### src/rtl/snow64_int_vector_caster.sv
// snow64_int_vector_caster
//
// Converts a packed vector of integer elements from one element size and
// signedness to another, one destination element per clock.
//
// Elements are packed with element k at bits [k*bits +: bits], so element 0
// sits in the LSBs. Each destination element i takes source element i, widens
// it to 64 bits (signed or zero extension from the source signedness), then
// resizes it to the destination width. Destination slots that have no
// matching source element are zero. Source elements beyond the destination
// count are dropped.
//
// Optional feature, selected by the SNOW64_CPU_CAST_SATURATE_EN macro:
//   undefined : each element is the low dst_bits of the widened value
//   defined   : each element clamps to the destination range, using the
//               destination signedness
//
// Ports
//   clk             in   rising-edge clock
//   rst_n           in   synchronous active-low reset
//   in_valid        in   request present
//   in_ready        out  block can accept a request (IDLE only)
//   in_data         in   source vector, VEC_WIDTH bits
//   in_src_type     in   source type: 0 unsigned, 1 signed, 2 bfloat16, 3 reserved
//   in_src_int_size in   source element size: 0/1/2/3 = 8/16/32/64 bits
//   in_dst_type     in   destination type code
//   in_dst_int_size in   destination element size code
//   out_valid       out  result present (DONE only)
//   out_ready       in   consumer takes the result
//   out_data        out  result vector, VEC_WIDTH bits
//   out_err         out  unsupported type; result is zero
//
// State | meaning
// ------+-------------------------------------------------------------
// IDLE  | waiting for a request, in_ready high
// BUSY  | producing one destination element per cycle (or flagging error)
// DONE  | result held on out_data/out_err until out_ready

module snow64_int_vector_caster #(
    parameter int VEC_WIDTH = 256
) (
    input  logic                 clk,
    input  logic                 rst_n,
    input  logic                 in_valid,
    output logic                 in_ready,
    input  logic [VEC_WIDTH-1:0] in_data,
    input  logic [1:0]           in_src_type,
    input  logic [1:0]           in_src_int_size,
    input  logic [1:0]           in_dst_type,
    input  logic [1:0]           in_dst_int_size,
    output logic                 out_valid,
    input  logic                 out_ready,
    output logic [VEC_WIDTH-1:0] out_data,
    output logic                 out_err
);

    // Counter must hold element counts up to VEC_WIDTH/8 inclusive.
    localparam int CNT_W = $clog2(VEC_WIDTH / 8) + 1;

    typedef enum logic [1:0] {
        IDLE = 2'd0,
        BUSY = 2'd1,
        DONE = 2'd2
    } state_t;

    state_t               state_q;
    logic [CNT_W-1:0]     cnt_q;
    logic [VEC_WIDTH-1:0] data_q;
    logic [1:0]           src_size_q;
    logic [1:0]           dst_size_q;
    logic                 src_sgn_q;
    logic                 type_err_q;
    logic [VEC_WIDTH-1:0] res_q;
    logic [VEC_WIDTH-1:0] res_d;
    logic                 err_q;

    logic [6:0]           src_bits;
    logic [6:0]           dst_bits;
    logic [CNT_W-1:0]     n_src;
    logic [CNT_W-1:0]     n_dst;
    logic [63:0]          dst_mask;
    logic [15:0]          src_sh;
    logic [15:0]          dst_sh;
    logic [63:0]          src_word;
    logic [63:0]          ext;
    logic [63:0]          elem;

`ifdef SNOW64_CPU_CAST_SATURATE_EN
    logic                 dst_sgn_q;
    logic signed [64:0]   val;
    logic signed [64:0]   dmax;
    logic signed [64:0]   dmin;
    logic signed [64:0]   sat;
`else
    // Truncation does not depend on destination signedness.
    logic                 unused_dst_sgn;
    assign unused_dst_sgn = in_dst_type[0];
`endif

    assign in_ready  = (state_q == IDLE);
    assign out_valid = (state_q == DONE);
    assign out_data  = res_q;
    assign out_err   = err_q;

    always_comb begin
        src_bits = 7'd8;
        n_src    = CNT_W'(VEC_WIDTH / 8);
        case (src_size_q)
            2'd0:    begin src_bits = 7'd8;  n_src = CNT_W'(VEC_WIDTH / 8);  end
            2'd1:    begin src_bits = 7'd16; n_src = CNT_W'(VEC_WIDTH / 16); end
            2'd2:    begin src_bits = 7'd32; n_src = CNT_W'(VEC_WIDTH / 32); end
            default: begin src_bits = 7'd64; n_src = CNT_W'(VEC_WIDTH / 64); end
        endcase

        dst_bits = 7'd8;
        n_dst    = CNT_W'(VEC_WIDTH / 8);
        dst_mask = 64'h0000_0000_0000_00FF;
        case (dst_size_q)
            2'd0: begin
                dst_bits = 7'd8;  n_dst = CNT_W'(VEC_WIDTH / 8);
                dst_mask = 64'h0000_0000_0000_00FF;
            end
            2'd1: begin
                dst_bits = 7'd16; n_dst = CNT_W'(VEC_WIDTH / 16);
                dst_mask = 64'h0000_0000_0000_FFFF;
            end
            2'd2: begin
                dst_bits = 7'd32; n_dst = CNT_W'(VEC_WIDTH / 32);
                dst_mask = 64'h0000_0000_FFFF_FFFF;
            end
            default: begin
                dst_bits = 7'd64; n_dst = CNT_W'(VEC_WIDTH / 64);
                dst_mask = 64'hFFFF_FFFF_FFFF_FFFF;
            end
        endcase
    end

    // Element extraction and widening for the current counter position.
    always_comb begin
        src_sh   = 16'(cnt_q) * 16'(src_bits);
        dst_sh   = 16'(cnt_q) * 16'(dst_bits);
        src_word = 64'(data_q >> src_sh);
        ext      = src_word;
        case (src_size_q)
            2'd0:    ext = {{56{src_sgn_q & src_word[7]}},  src_word[7:0]};
            2'd1:    ext = {{48{src_sgn_q & src_word[15]}}, src_word[15:0]};
            2'd2:    ext = {{32{src_sgn_q & src_word[31]}}, src_word[31:0]};
            default: ext = src_word;
        endcase
    end

`ifdef SNOW64_CPU_CAST_SATURATE_EN
    // 65-bit signed compare so that unsigned 64-bit sources above 2^63 and
    // an unsigned 64-bit destination maximum are both representable.
    always_comb begin
        val  = {src_sgn_q & ext[63], ext};
        dmax = 65'sd255;
        dmin = 65'sd0;
        case (dst_size_q)
            2'd0: begin
                dmax = dst_sgn_q ? 65'sd127 : 65'sd255;
                dmin = dst_sgn_q ? -65'sd128 : 65'sd0;
            end
            2'd1: begin
                dmax = dst_sgn_q ? 65'sd32767 : 65'sd65535;
                dmin = dst_sgn_q ? -65'sd32768 : 65'sd0;
            end
            2'd2: begin
                dmax = dst_sgn_q ? 65'sd2147483647 : 65'sd4294967295;
                dmin = dst_sgn_q ? -65'sd2147483648 : 65'sd0;
            end
            default: begin
                dmax = dst_sgn_q ? 65'sh0_7FFF_FFFF_FFFF_FFFF : 65'sh0_FFFF_FFFF_FFFF_FFFF;
                dmin = dst_sgn_q ? 65'sh1_8000_0000_0000_0000 : 65'sd0;
            end
        endcase
        if (val > dmax) begin
            sat = dmax;
        end else if (val < dmin) begin
            sat = dmin;
        end else begin
            sat = val;
        end
        elem = (cnt_q < n_src) ? (sat[63:0] & dst_mask) : 64'd0;
    end
`else
    always_comb begin
        elem = (cnt_q < n_src) ? (ext & dst_mask) : 64'd0;
    end
`endif

    // Result is cleared on accept, so each new element can simply be OR-ed in.
    assign res_d = res_q | (VEC_WIDTH'(elem) << dst_sh);

    always_ff @(posedge clk) begin
        if (!rst_n) begin
            state_q    <= IDLE;
            cnt_q      <= '0;
            data_q     <= '0;
            src_size_q <= 2'd0;
            dst_size_q <= 2'd0;
            src_sgn_q  <= 1'b0;
            type_err_q <= 1'b0;
            res_q      <= '0;
            err_q      <= 1'b0;
        end else begin
            case (state_q)
                IDLE: begin
                    if (in_valid) begin
                        data_q     <= in_data;
                        src_size_q <= in_src_int_size;
                        dst_size_q <= in_dst_int_size;
                        src_sgn_q  <= in_src_type[0];
                        type_err_q <= in_src_type[1] | in_dst_type[1];
                        cnt_q      <= '0;
                        res_q      <= '0;
                        err_q      <= 1'b0;
                        state_q    <= BUSY;
                    end
                end
                BUSY: begin
                    if (type_err_q) begin
                        err_q   <= 1'b1;
                        res_q   <= '0;
                        state_q <= DONE;
                    end else begin
                        res_q <= res_d;
                        if (cnt_q == n_dst - CNT_W'(1)) begin
                            state_q <= DONE;
                        end else begin
                            cnt_q <= cnt_q + CNT_W'(1);
                        end
                    end
                end
                DONE: begin
                    if (out_ready) begin
                        state_q <= IDLE;
                    end
                end
                default: state_q <= IDLE;
            endcase
        end
    end

`ifdef SNOW64_CPU_CAST_SATURATE_EN
    always_ff @(posedge clk) begin
        if (!rst_n) begin
            dst_sgn_q <= 1'b0;
        end else if (state_q == IDLE && in_valid) begin
            dst_sgn_q <= in_dst_type[0];
        end
    end
`endif

endmodule
### config.mk
export PLATFORM = sky130hd
export DESIGN_NAME = snow64_int_vector_caster
export DESIGN_NICKNAME = d
export VERILOG_FILES = /design/src/rtl/snow64_int_vector_caster.sv
export SDC_FILE = /design/constraint.sdc
export NUM_CORES = 2
export LEC_CHECK = 0
export CAP_MARGIN = 20
export CELL_PAD_IN_SITES_DETAIL_PLACEMENT = 1
export CELL_PAD_IN_SITES_GLOBAL_PLACEMENT = 1
export CORE_ASPECT_RATIO = 1.25
export CORE_UTILIZATION = 46
export CTS_BUF_LIST = sky130_fd_sc_hd__clkbuf_4 sky130_fd_sc_hd__clkbuf_8
export CTS_CLUSTER_DIAMETER = 80
export DETAILED_ROUTE_END_ITERATION = 12
export PLACE_DENSITY = 0.94
export SETUP_SLACK_MARGIN = 0.2
export SYNTH_ARGS = -nofsm -noshare
export SYNTH_HDL_FRONTEND = slang
export SYNTH_SLANG_ARGS = --single-unit
### constraint.sdc
create_clock -name clk -period 13.65 [get_ports clk]
set_clock_uncertainty 0.15 [all_clocks]
set_input_delay 2.73 -clock clk [delete_from_list [all_inputs] [get_ports clk]]
set_output_delay 2.73 -clock clk [all_outputs]
set_load 0.02 [all_outputs]
-- Word-level counts from Yosys, hierarchy flattened
Cells that the tools add are included.
Widths: inputs -> output; s select.
- $mul: 2
- muxes and demuxes: 22
- bitwise logic cells: 6
- equal/unequal tests: 13
- divide/modulo/power cells: 0
- $add $sub $neg: 2
- reduce and logical (&&, ||, !) cells: 9
- magnitude comparators: 1
- shift-type cells: 2
- operators with widths (operator ; number):
    $mux 256 ; 2
    $pmux 256 s2 ; 1
    $pmux 64 s3 ; 2
    $or 256x256->256 ; 1
    $shl 64x13->256 ; 1
    $shr 256x13->64 ; 1
    $and 64x64->64 ; 1
    $mux 64 ; 1
    $pmux 7 s3 ; 2
    $pmux 6 s3 ; 2
    $mul 6x7->13 ; 2
    $mux 6 ; 3
    $pmux 6 s2 ; 1
    $mux 2 ; 4
    $ne 2x2->1 const B ; 4
    $add 6x1->6 const B ; 1
    $eq 2x1->1 const B ; 3
    $eq 2x2->1 const B ; 3
    $eq 6x6->1 ; 1
    $logic_not 2->1 ; 3
    $lt 6x6->1 ; 1
    $pmux 2 s3 ; 1
    $reduce_and 3->1 ; 2
    $sub 6x1->6 const B ; 1
    9 further kinds ; 13
- RAM bits: 0
- latch bits: 0
- register bits: 527
- input port bits: 268
- ROM bits: 0
- memories kept: 0
- output and inout bits: 259

-- Logic depth before layout (Yosys ltp)
- depth in word-level cells: 12
- gate-level depth with buffers: 24
- gate-level depth less buffers: 19

-- Worst setup path after synthesis
No wires, ideal clock.
- kind: reg-to-reg
- from: register src_size_q[0]
- to: register res_q[158] (netlist: out_data[158])
- setup time: 0.122 ns
- required time: 13.378 ns
- cell stages (with the launch flop): 22
- data arrival time: 5.521 ns
- path slack: 7.857 ns
- period minus slack after synthesis: 5.793 ns
- path through: dfxtp_1 -> clkbuf_1 -> nor2_1 -> ha_1 -> inv_1 -> fa_1 -> fa_1 -> fa_1 -> inv_1 -> ha_1 -> clkbuf_1 -> a211o_1 -> and3_1 -> o211ai_1 -> buf_2 -> buf_2 -> a211oi_1 -> o32ai_1 -> nand2_1 -> a211oi_1 -> a211oi_1 -> o311a_1
- cells in the longest elaborated chain, start to end: 12
- elaborated cells on any way between the ends: 18
- those cells by class: mul (1); order compare (1); eq/ne (2); shift (2); mux (6); bitwise (5); reduce/logical (1)
- ends and longest elaborated chain (item ; RTL line ; source):
    start: declaration ; 69 ; logic [1:0] src_size_q;
    start signal: assignment ; 211 ; src_size_q <= in_src_int_size;
    $eq 2x2->1, or another cell as far along ; 108, 144 ;
    $pmux 7 s3 ; 108 ; case (src_size_q)
    $mul 6x7->13 ; 140 ; src_sh = 16'(cnt_q) * 16'(src_bits);
    $shr 256x13->64 ; 142 ; src_word = 64'(data_q >> src_sh);
    $and 1x1->1 (on tied branches) ; 145, 146, 147 ;
    $pmux 64 s3 ; 144 ; case (src_size_q)
    $and 64x64->64 ; 188 ; elem = (cnt_q < n_src) ? (ext & dst_mask) : 64'd0;
    $mux 64 * ; 188 ;
    $shl 64x13->256 * ; 193 ; assign res_d = res_q | (VEC_WIDTH'(elem) << dst_sh);
    $or 256x256->256 * ; 193 ;
    $mux 256 * ; 222 ; if (type_err_q) begin
    $pmux 256 s2 * ; 207 ; case (state_q)
    end signal: assignment ; 227 ; res_q <= res_d;
    end: declaration ; 73 ; logic [VEC_WIDTH-1:0] res_q;
Every way passes the cells marked *; elsewhere a longest branch is shown, timed or not.
A chain may end at the register's enable or synchronous reset.

-- Worst setup path in the final report
- from: register src_size_q[1]
- to: register res_q[177] (netlist: out_data[177])
The elaborated chain is that of the path after synthesis.

==> results.sh <==
export IMPL_grt_overflow=0
export IMPL_timing_final_crit_period_ns=8.58
export IMPL_cts_tree="done"
export IMPL_cts_buffers=84
export IMPL_fin_crit_sh_pct=62.8
export IMPL_hp_start="out_data[31]$_SDFFE_PN0P_"
export IMPL_grt_usage_pct=52.1
export IMPL_setup_violations=0
export IMPL_post_drt_wl_per_cell_microns=37.4
export IMPL_place_ws_ns=5.42
export IMPL_cts_root_buf="clkbuf_8"
export IMPL_required_ns=14.22
export IMPL_yosysUniqueCellTypes=108
export IMPL_synth_top_cells_by_area="dfxtp_1 30%, mux4_2 12%, nand2_1 8.7%"
export IMPL_holdCritPathClass="reg -> reg"
export IMPL_rsz0062_at_grt="no"
export IMPL_firstDrtPassIters=6
export IMPL_finalMaxSlewViolations=0
export IMPL_dieArea_sq_um=77900
export IMPL_cts_setup_buffers=0
export IMPL_clkSinkCount=527
export IMPL_num_rows=113
export IMPL_wl_met3_mm=21.6
export IMPL_wirelength_mm=206
export IMPL_endpoint_kind="flop"
export IMPL_synth_top_area_cell="dfxtp_1"
export IMPL_cap_violations=0
export IMPL_initial_utilization_pct=46.4
export IMPL_met2_length_mm=92.9
export IMPL_core_sq_um=76100
export IMPL_fin_nets=4801
export IMPL_grt_pass1_wl_mm=296
export IMPL_finalHoldViolCount=0
export IMPL_cts_hold_buffers=0
export IMPL_cts_buffer_depth=3
export IMPL_htreeDepth=3
export IMPL_syn_area_per_cell_sq_um=8.64
export IMPL_yosysMostFrequentCell="nand2_1"
export IMPL_antenna_left=0
export IMPL_syn_area_sq_um=35300
export IMPL_r2r_setup_slack_ns=5.07
export IMPL_clock_latency_ns=0.79
export IMPL_dieWidth_microns=250
export IMPL_async_flop_share_pct=0
export IMPL_layout_drive_gt1_share_pct=12.6
export IMPL_dp_hpwl_mm=148
export IMPL_syn_nets=4423
export IMPL_highest_layer="met5"
export IMPL_cp_max_fo=41
export IMPL_fmax_mhz=117
export IMPL_outcome="completed"
export IMPL_holdPathStages=1
export IMPL_wl_met1_mm=66.9
export IMPL_antenna_found_initial=20
export IMPL_r2r_cells=20
export IMPL_area_delta_synth_final_pct=22.2
export IMPL_drc=0
export IMPL_r2r_end="out_data[177]$_SDFFE_PN0P_"
export IMPL_finalSetupTns_ns=0
export IMPL_cts_resized=0
export IMPL_synth_edf_count=0
export IMPL_grt_max_degree=209
export IMPL_worstPathArrival_ns=9.15
export IMPL_vias=40100
export IMPL_ys_seq_area_share_pct=29.9
export IMPL_setup_worst_path_class="reg -> reg"
export IMPL_power_mw=4.10
export IMPL_dr_first_iter_drc_count=5014
export IMPL_synth_ff_type="dfxtp_1"
export IMPL_routed_via_density=7.27
export IMPL_ys_ff_latch=527
export IMPL_synth_top_area_share_pct=29.9
export IMPL_worst_pin_slew_ns=1.27
export IMPL_netlist_instances=4091
export IMPL_grt_pass1_vias=41200
export IMPL_cp_start_kind="flop"
export IMPL_finalWorstSetupSlack_ns=5.07
export IMPL_fp_dieH_microns=312
export IMPL_powerDensity_nw_per_um2=95.0
export IMPL_total_leakage_power_nw=15.2
export IMPL_synth_common_cells="820 x nand2_1, 527 x dfxtp_1, 264 x a21boi_0"
export IMPL_whs_endpoint="out_data[31]$_SDFFE_PN0P_"
export IMPL_peakVddDrop_mv=0.108
export IMPL_r2r_start="src_size_q[1]$_SDFFE_PN0P_"
export IMPL_slew_headroom_pct=15.2
export IMPL_ys_warn_count=0
export IMPL_cts_clk_slew_worst_paths_ns=0.06
export IMPL_finalWeightedCongestion=1.06
export IMPL_io_buffers=525
export IMPL_io_pins=527
[sequential cells by signal, indices dropped and copies added (netlist names)]
register    cells
cnt_q           6
src_sgn_q       1
dst_size_q      2
out_data      256
src_size_q      2
state_q         2
out_err         1
data_q        256
type_err_q      1
[area by class of cell]
type	instances	area, sq um
Sequential cell	527	10600
Tap cell	977	1220
Timing Repair Buffer	638	6160
Fill cell	8673	32900
Multi-Input combinational cell	3146	23000
Antenna cell	10	25.0
Clock buffer	123	1590
Clock inverter	29	330
Inverter	72	273
[routing by layer]
metal  vias up  GRT usage, %
met5         -        0.0621
met4        18          51.9
met3      1283          17.1
met2      3128          82.5
met1     19700          53.3
li1      16000             -
[layout by cell type, fill, tap and decap left out, types with 31 or more instances in the layout]
| master | n |
|---|---|
| a211oi_1 | 52 |
| a21boi_0 | 263 |
| a21oi_1 | 157 |
| a22o_1 | 36 |
| a22oi_1 | 36 |
| a31oi_1 | 53 |
| and2_1 | 52 |
| and3_1 | 31 |
| buf_4 | 102 |
| clkbuf_8 | 108 |
| clkdlybuf4s50_1 | 524 |
| dfxtp_1 | 527 |
| ha_1 | 42 |
| inv_1 | 68 |
| mux2_2 | 35 |
| mux2i_1 | 216 |
| mux4_2 | 181 |
| nand2_1 | 820 |
| nand3_1 | 92 |
| nor2_1 | 190 |
| nor3_1 | 62 |
| o211ai_1 | 39 |
| o21ai_0 | 144 |
| o22ai_1 | 42 |
[kinds of logic (layout without fill, tap and decap cells)]
kind of cell,Yosys count,after routing,synth area share [%]
simple gates,1429,1429,17.9
compound gates,1210,1210,25.1
flops,527,527,29.9
mux,436,436,19.0
buf+inv,418,862,5.38
fa+ha+maj,64,64,2.65
xor+xnor,7,7,0.174
other cells,0,10,0
[through the flow]
step                      hold WS [ns]  cell area (sq um)  cells  util, %
after floorplan                  0.291              35300   4091        -
after global placement           0.285              41100   5349     54.1
after detailed placement         0.299              41100   5349     54.1
after CTS                        0.316              43000   5501     56.6
after global routing             0.335              43200   5515     56.7
final                            0.316              43200   5522     56.8
[power by group]
| part | total [mW] | internal (mW) | switching, mW |
|---|---|---|---|
| Sequential | 1.71 | 1.59 | 0.120 |
| Clock | 1.59 | 0.855 | 0.736 |
| Combinational | 0.801 | 0.298 | 0.503 |
| Total | 4.10 | 2.74 | 1.36 |
[critical path, cell delays in order, from the launching register on]
cell      delay, ns
dfxtp_1        0.83
nor2b_1        0.59
ha_1           0.27
inv_1          0.06
fa_1           0.55
fa_1           0.43
fa_1           0.50
inv_1          0.05
ha_1           0.36
a211oi_1       0.40
nor3b_1        0.18
nor3_1         1.00
o21ai_1        0.15
buf_4          0.32
o41ai_2        0.53
a221o_2        0.19
buf_4          0.45
nand2_1        0.10
buf_4          0.27
o22ai_1        0.80
a221o_1        0.30
[worst max-delay path by stage]
stage          depth (start not counted)                        from                          to  slack (ns)
2_1_floorplan                         21  src_size_q[0]$_SDFFE_PN0P_  out_data[158]$_SDFFE_PN0P_        7.86
3_3_place_gp                          18  src_size_q[1]$_SDFFE_PN0P_   out_data[64]$_SDFFE_PN0P_        5.62
3_5_place_dp                          18  src_size_q[1]$_SDFFE_PN0P_  out_data[192]$_SDFFE_PN0P_        5.42
4_1_cts                               18  src_size_q[1]$_SDFFE_PN0P_   out_data[64]$_SDFFE_PN0P_        5.34
5_1_grt                               20  src_size_q[1]$_SDFFE_PN0P_  out_data[177]$_SDFFE_PN0P_        4.95
6_report                              20  src_size_q[1]$_SDFFE_PN0P_  out_data[177]$_SDFFE_PN0P_        5.07
Note: power is estimated with default switching activity, not from simulation.
